### src/rtl/irq_sequencer_if.sv
// ---------------------------------------------------------------------------
// irq_sequencer_if
// Bundles every non-clock/reset signal of the interrupt sequencer.
//   Core/CSR -> sequencer : int_src, mie, mtvec, pc, core_ready, mret
//   Sequencer -> core/CSR : mcause, en_mepc, mepc_csr, pc_sel, trap_pc,
//                           int_ack, in_service, pending
// Modports:
//   master : the environment (core, CSR block, interrupt sources)
//   slave  : the sequencer itself
// ---------------------------------------------------------------------------
interface irq_sequencer_if #(
    parameter int N_IRQ = 6
);
    logic [N_IRQ-1:0] int_src;
    logic [N_IRQ-1:0] mie;
    logic [31:0]      mtvec;
    logic [31:0]      pc;
    logic             core_ready;
    logic             mret;

    logic [31:0]      mcause;
    logic             en_mepc;
    logic [31:0]      mepc_csr;
    logic             pc_sel;
    logic [31:0]      trap_pc;
    logic [N_IRQ-1:0] int_ack;
    logic             in_service;
    logic [N_IRQ-1:0] pending;

    modport master (
        output int_src, mie, mtvec, pc, core_ready, mret,
        input  mcause, en_mepc, mepc_csr, pc_sel, trap_pc, int_ack,
               in_service, pending
    );

    modport slave (
        input  int_src, mie, mtvec, pc, core_ready, mret,
        output mcause, en_mepc, mepc_csr, pc_sel, trap_pc, int_ack,
               in_service, pending
    );
endinterface

### src/rtl/irq_sequencer.sv
// ---------------------------------------------------------------------------
// irq_sequencer
// Edge-detects N_IRQ interrupt lines into a pending register, masks them with
// mie, picks the lowest-index eligible source and, at an instruction boundary,
// performs a one-cycle trap entry (mepc write, mcause load, fetch redirect to
// the vectored handler, source acknowledge). Further entries are blocked
// until mret, so handlers never nest.
// Ports:
//   clk  : core clock, rising edge
//   rst  : asynchronous active-high reset
//   bus  : irq_sequencer_if.slave (see interface file for signal list)
// ---------------------------------------------------------------------------
module irq_sequencer #(
    parameter int N_IRQ      = 6,
    parameter int CAUSE_BASE = 16
) (
    input  logic                 clk,
    input  logic                 rst,
    irq_sequencer_if.slave       bus
);
    localparam int ID_W = (N_IRQ > 1) ? $clog2(N_IRQ) : 1;

    typedef enum logic [1:0] {
        IDLE    = 2'd0,
        ENTER   = 2'd1,
        SERVICE = 2'd2
    } state_t;

    state_t           state_r;
    state_t           state_nxt_s;
    logic [N_IRQ-1:0] src_q_r;
    logic [N_IRQ-1:0] pending_r;
    logic [ID_W-1:0]  id_r;
    logic [31:0]      epc_q_r;
    logic [31:0]      mcause_r;

    logic [N_IRQ-1:0] rise_s;
    logic [N_IRQ-1:0] eligible_s;
    logic [N_IRQ-1:0] ack_oh_s;
    logic [N_IRQ-1:0] clr_s;
    logic [ID_W-1:0]  win_id_s;
    logic             start_s;
    logic [30:0]      cause_s;

    assign rise_s     = bus.int_src & ~src_q_r;
    assign eligible_s = pending_r & bus.mie;
    assign start_s    = (|eligible_s) & bus.core_ready;
    assign ack_oh_s   = {{(N_IRQ-1){1'b0}}, 1'b1} << id_r;
    assign clr_s      = (state_r == ENTER) ? ack_oh_s : {N_IRQ{1'b0}};
    assign cause_s    = 31'(CAUSE_BASE) + 31'(id_r);

    // Priority encoder: scanning downward lets the lowest eligible index win.
    always_comb begin
        win_id_s = {ID_W{1'b0}};
        for (int i = N_IRQ - 1; i >= 0; i--) begin
            if (eligible_s[i]) begin
                win_id_s = ID_W'(i);
            end else begin
                win_id_s = win_id_s;
            end
        end
    end

    // FSM state register.
    always_ff @(posedge clk or posedge rst) begin
        if (rst) begin
            state_r <= IDLE;
        end else begin
            state_r <= state_nxt_s;
        end
    end

    // FSM next-state; core_ready and mret only matter in the state that uses them.
    always_comb begin
        state_nxt_s = state_r;
        case (state_r)
            IDLE: begin
                if (start_s) begin
                    state_nxt_s = ENTER;
                end else begin
                    state_nxt_s = IDLE;
                end
            end
            ENTER: begin
                state_nxt_s = SERVICE;
            end
            SERVICE: begin
                if (bus.mret) begin
                    state_nxt_s = IDLE;
                end else begin
                    state_nxt_s = SERVICE;
                end
            end
            default: begin
                state_nxt_s = IDLE;
            end
        endcase
    end

    // Edge detector and pending register; a fresh edge beats the ENTER clear.
    always_ff @(posedge clk or posedge rst) begin
        if (rst) begin
            src_q_r   <= {N_IRQ{1'b0}};
            pending_r <= {N_IRQ{1'b0}};
        end else begin
            src_q_r   <= bus.int_src;
            pending_r <= (pending_r & ~clr_s) | rise_s;
        end
    end

    // Capture the winner and return address on IDLE->ENTER; load mcause at the end of ENTER.
    always_ff @(posedge clk or posedge rst) begin
        if (rst) begin
            id_r     <= {ID_W{1'b0}};
            epc_q_r  <= 32'd0;
            mcause_r <= 32'd0;
        end else begin
            if ((state_r == IDLE) && start_s) begin
                id_r    <= win_id_s;
                epc_q_r <= bus.pc;
            end
            if (state_r == ENTER) begin
                mcause_r <= {1'b1, cause_s};
            end
        end
    end

    // Output decode; strobes and address buses are driven only during ENTER.
    always_comb begin
        bus.en_mepc  = 1'b0;
        bus.mepc_csr = 32'd0;
        bus.pc_sel   = 1'b0;
        bus.trap_pc  = 32'd0;
        bus.int_ack  = {N_IRQ{1'b0}};
        if (state_r == ENTER) begin
            bus.en_mepc  = 1'b1;
            bus.mepc_csr = epc_q_r;
            bus.pc_sel   = 1'b1;
            bus.trap_pc  = {bus.mtvec[31:2], 2'b00} + (32'(id_r) << 2);
            bus.int_ack  = ack_oh_s;
        end else begin
            bus.int_ack  = {N_IRQ{1'b0}};
        end
    end

    assign bus.in_service = (state_r != IDLE);
    assign bus.pending    = pending_r;
    assign bus.mcause     = mcause_r;

endmodule

### src/flat_wrapper.sv
// flat-port wrapper written by rule: the top's interface ports become plain ports
module irq_sequencer_flat 
#(
    parameter int N_IRQ      = 6,
    parameter int CAUSE_BASE = 16
)
  (clk, rst, bus_int_src, bus_mie, bus_mtvec, bus_pc, bus_core_ready, bus_mret, bus_mcause, bus_en_mepc, bus_mepc_csr, bus_pc_sel, bus_trap_pc, bus_int_ack, bus_in_service, bus_pending);
  irq_sequencer_if #(.N_IRQ(N_IRQ)) bus_i ();
  input  logic clk;
  input  logic rst;
  input wire logic [$bits(bus_i.int_src)-1:0] bus_int_src;
  input wire logic [$bits(bus_i.mie)-1:0] bus_mie;
  input wire logic [$bits(bus_i.mtvec)-1:0] bus_mtvec;
  input wire logic [$bits(bus_i.pc)-1:0] bus_pc;
  input wire logic [$bits(bus_i.core_ready)-1:0] bus_core_ready;
  input wire logic [$bits(bus_i.mret)-1:0] bus_mret;
  output wire logic [$bits(bus_i.mcause)-1:0] bus_mcause;
  output wire logic [$bits(bus_i.en_mepc)-1:0] bus_en_mepc;
  output wire logic [$bits(bus_i.mepc_csr)-1:0] bus_mepc_csr;
  output wire logic [$bits(bus_i.pc_sel)-1:0] bus_pc_sel;
  output wire logic [$bits(bus_i.trap_pc)-1:0] bus_trap_pc;
  output wire logic [$bits(bus_i.int_ack)-1:0] bus_int_ack;
  output wire logic [$bits(bus_i.in_service)-1:0] bus_in_service;
  output wire logic [$bits(bus_i.pending)-1:0] bus_pending;
  assign bus_i.int_src = bus_int_src;
  assign bus_i.mie = bus_mie;
  assign bus_i.mtvec = bus_mtvec;
  assign bus_i.pc = bus_pc;
  assign bus_i.core_ready = bus_core_ready;
  assign bus_i.mret = bus_mret;
  assign bus_mcause = bus_i.mcause;
  assign bus_en_mepc = bus_i.en_mepc;
  assign bus_mepc_csr = bus_i.mepc_csr;
  assign bus_pc_sel = bus_i.pc_sel;
  assign bus_trap_pc = bus_i.trap_pc;
  assign bus_int_ack = bus_i.int_ack;
  assign bus_in_service = bus_i.in_service;
  assign bus_pending = bus_i.pending;
  irq_sequencer #(.N_IRQ(N_IRQ), .CAUSE_BASE(CAUSE_BASE)) u_core (.clk(clk), .rst(rst), .bus(bus_i));
endmodule
### config.mk
export PLATFORM = sky130hd
export DESIGN_NAME = irq_sequencer_flat
export DESIGN_NICKNAME = d
export VERILOG_FILES = /design/src/rtl/irq_sequencer_if.sv /design/src/rtl/irq_sequencer.sv /design/src/flat_wrapper.sv
export SDC_FILE = /design/constraint.sdc
export NUM_CORES = 1
export LEC_CHECK = 0
export BUFFER_PORTS_ARGS = -buffer_cell sky130_fd_sc_hd__buf_2
export CAP_MARGIN = 20
export CORE_MARGIN = 3
export CORE_UTILIZATION = 35
export DETAILED_ROUTE_END_ITERATION = 8
export HOLD_SLACK_MARGIN = 0.03
export PLACE_DENSITY_LB_ADDON = 0.08
export REMOVE_ABC_BUFFERS = 1
export SYNTH_ARGS = -nofsm -noshare
export SYNTH_HDL_FRONTEND = slang
export SYNTH_SLANG_ARGS = --single-unit
### constraint.sdc
create_clock -name clk -period 5.1 [get_ports clk]
set_input_delay 1.53 -clock clk [delete_from_list [all_inputs] [get_ports clk]]
set_output_delay 1.53 -clock clk [all_outputs]
set_load 0.02 [all_outputs]
==> summary.txt <==
Power and ir drop
  – IR drop worst, VDD: 0.2414 mV
  – PwrDens: 431.2 nW/µm²
  – Comb pwr share: 0.500
  – Clk pwr share: 0.128
  – P_int: 0.001065 W
  – Seq pwr share: 0.372
  – Switch Pwr: 0.0007989 W
  – Leak Pwr: 2.177 nW
  – Sw Ratio: 0.4286

STA
  – Max Slew Vio Count: 0
  – Worst hold slack: 0.4267 ns
  – Worst Tran Pin Value: 0.9323 ns
  – Final worst path period share: 0.9768
  – RSZ-0062 raised after global routing: no
  – Rel. slew slack: 0.3785
  – Skew final: 0.003869 ns
  – Post-layout min period: 4.982 ns
  – Final Setup Violations: 0
  – Final worst slack: 0.1184 ns
  – Setup TNS: 0 ns
  – Final hold vios: 0
  – FMAX: 200.7 MHz

Routing
  – DRC viols: 0
  – Drt pass-1 iters: 4
  – Vias per inst: 4.789
  – Drt initial violations: 97
  – Top Metal Used: met4
  – Vias: 3,084
  – Antenna Nets Post-Route: 0
  – Met2 wire length: 4227 µm
  – Met3 routed WL: 929 µm
  – Wire length per cell: 13.71 µm
  – Met1 WL: 3639 µm
  – Final wirelength: 8829 µm

Logic synthesis
  – Mapped Cells: 360
  – EDFF count, synth: 0
  – Synth area leaders: dfrtp_1 (39%), mux2_1 (11%), buf_4 (7.0%)
  – Ys async rst share: 1.000
  – Syn Area/Cell: 9.481 µm²
  – Synth cell count leaders: dfrtp_1 (53), and2_1 (36), buf_4 (32), mux2_1 (32), nand2_1 (23)
  – Register bit total from synthesis: 53
  – Post-synth top area share: 0.3886
  – Top-count cell post-synth: dfrtp_1
  – Synth Flop Type: dfrtp_1
  – Yosys warning count: 0
  – Sequential area share after synthesis: 0.3886
  – Mapped Area: 3413 µm²
  – Cell accounting for the most synthesized area: dfrtp_1
  – Post-synthesis cell type count: 54

Critical path
  – Crit start category: primary input
  – Max stage delay on crit path: 0.37 ns
  – Reg2Reg Depth: 3
  – Worst Path Arrival: 3.45 ns
  – Most common cell type on the critical path: buf_2
  – Type of destination of the critical path: primary output
  – Critical Path End: bus_trap_pc[22]
  – CP required: 3.57 ns
  – Critical setup path kind: in -> out
  – Critical Path Fanout Max: 11
  – Launch point of the worst reg-to-reg path: u_core.state_r[0]$_DFF_PP0_
  – Crit. Startpoint: bus_mtvec[2]
  – Worst path slowest cell: fa_1
  – Reg2reg end: u_core.epc_q_r[1]$_DFFE_PP0P_
  – Reg2Reg Setup Slack: 3.00 ns
  – Worst-path cell chain: buf_2, ha_1, inv_1, fa_1, and2b_2, o2111ai_1, buf_4, or3_1, a21oi_1, buf_2

Clock network
  – H-tree levels: 2
  – Clock root buffer: clkbuf_8
  – # clock sinks: 53
  – Clk slew on worst S/H paths: 0.09 ns
  – Clk buf depth: 2
  – CTS Buf Count: 5
  – Post-CTS Setup Bufs: 0
  – CTS tree: yes
  – Clock Latency Late Sink: 0.30 ns

Place
  – Routability cong.: 0.8618
  – HPWL after DPL: 6742 µm
  – IO Port Bufs: 159
  – Pre-CTS setup slack: 0.06749 ns
  – Placed Cells incl. Taps: 636

Layout
  – Layout area overhead: 26.65%
  – Fillcell total: 984
  – Final cell count without fillers: 644
  – Share of post-route cells with drive strength above 1: 0.3521
  – Net count, final: 598

Floorplan
  – Die W: 104.8 µm
  – Die extent in y: 104.8 µm
  – Die area: 10,970 µm²
  – Row cnt: 35
  – Initial Utilization: 0.3642
  – Core Area: 9371 µm²
  – I/O pin count: 191

Job
  – # Max-Cap Violations: 0

GRT
  – Total grt overflow: 0
  – Gr usage total: 0.1540
  – Largest net degree at the start of global routing: 38
  – Global-route wire length before repair: 14,170 µm
  – Initial antenna violation count: 0
  – Vias in the first global route: 2,905

Min path
  – Min-Delay Path Class: reg -> reg

Status
  – Status: finished clean
==> state kept, by name, summed over array words and instances, names as in the netlist <==
name                flops
u_core.bus.mcause       4
u_core.bus.pending      6
u_core.epc_q_r         32
u_core.id_r             3
u_core.src_q_r          6
u_core.state_r          2
==> worst max-delay path: cells and delay by family <==
family / cells / cell delay, ns
adder cells (fa/ha/maj): 2 / 0.53
AND/OR/NAND/NOR: 2 / 0.57
buffers and inverters: 4 / 0.51
AO/OA/AOI/OAI: 2 / 0.30
==> kinds of logic after synthesis <==
family                     synth area share
muxes                                0.1085
buffers and inverters                0.1151
DFF                                  0.3886
adders and majority gates           0.01686
AOI/OAI and AO/OA                    0.1279
and+or+nand+nor                      0.2188
xor gates and xnor gates            0.02310
other                              0.001099
==> worst min path at each step <==
| stage | from | end | slack (ns) | cells past startpoint |
|---|---|---|---|---|
| after floorplan | u_core.src_q_r[3]$_DFF_PP0_ | u_core.bus.pending[3]$_DFF_PP0_ | 0.40 | 1 |
| after global routing | u_core.src_q_r[1]$_DFF_PP0_ | u_core.bus.pending[1]$_DFF_PP0_ | 0.45 | 1 |
| final | u_core.src_q_r[3]$_DFF_PP0_ | u_core.bus.pending[3]$_DFF_PP0_ | 0.43 | 1 |
| after global placement | u_core.src_q_r[3]$_DFF_PP0_ | u_core.bus.pending[3]$_DFF_PP0_ | 0.41 | 1 |
| after detailed placement | u_core.src_q_r[3]$_DFF_PP0_ | u_core.bus.pending[3]$_DFF_PP0_ | 0.42 | 1 |
| after CTS | u_core.src_q_r[3]$_DFF_PP0_ | u_core.bus.pending[3]$_DFF_PP0_ | 0.43 | 1 |
==> cells in the final DEF, fill, tap and decap left out, types with 3 or more instances in the layout <==
master	n
a21oi_1	18
a22o_1	4
and2_1	36
and4_1	7
buf_2	159
buf_4	9
clkbuf_8	6
conb_1	29
dfrtp_1	53
ha_1	3
inv_1	19
mux2_1	32
nand2_1	23
nand2b_1	6
nand3_1	8
nand4_1	4
nor2_1	12
nor3_1	3
nor4_1	3
o21ai_0	11
o22ai_1	5
o31ai_1	7
o41ai_1	4
or3_1	5
or4_1	7
xnor2_1	3
xor2_1	6
==> per-stage QoR <==
step                      utilization  power [W]  area [µm²]
after floorplan                     -   0.001301        3201
after global placement         0.4510   0.001633        4227
after detailed placement       0.4510   0.001650        4227
after CTS                      0.4602   0.001895        4313
after global routing           0.4610   0.002010        4320
final                          0.4613   0.001864        4323
==> power groups by stage <==
stage / Clock (W) / Sequential [W] / Combinational, W
after global placement: 0 / 0.000694 / 0.000939
after detailed placement: 0 / 0.000703 / 0.000947
after floorplan: 0 / 0.000701 / 0.000600
final: 0.000238 / 0.000694 / 0.000932
after global routing: 0.000264 / 0.000722 / 0.00103
after CTS: 0.000250 / 0.000696 / 0.000950
==> area by class of cell <==
cell class | instances | area, µm² | area share
repair buffers | 168 | 863.3 | 0.1997
flip-flops and latches | 53 | 1326 | 0.3068
well taps | 129 | 161.4 | 0.03734
inverters | 20 | 75.07 | 0.01737
diodes | 1 | 2.502 | 0.0005789
multi-input cells | 266 | 1808 | 0.4182
clock buffers | 7 | 86.33 | 0.01997
==> per-layer routing <==
layer | GRT usage | up-vias
met5 | 0 | -
met4 | 0.03093 | 0
met3 | 0.04447 | 2
met2 | 0.2594 | 137
met1 | 0.1972 | 1430
li1 | - | 1515
==> repair_timing <==
| action | CTS | global route |
|---|---|---|
| setup endpoints to repair | 0 | 3 |
| hold buffers | 0 | 0 |
| resized for setup | 0 | 2 |
(Power assumes the default switching activity.)
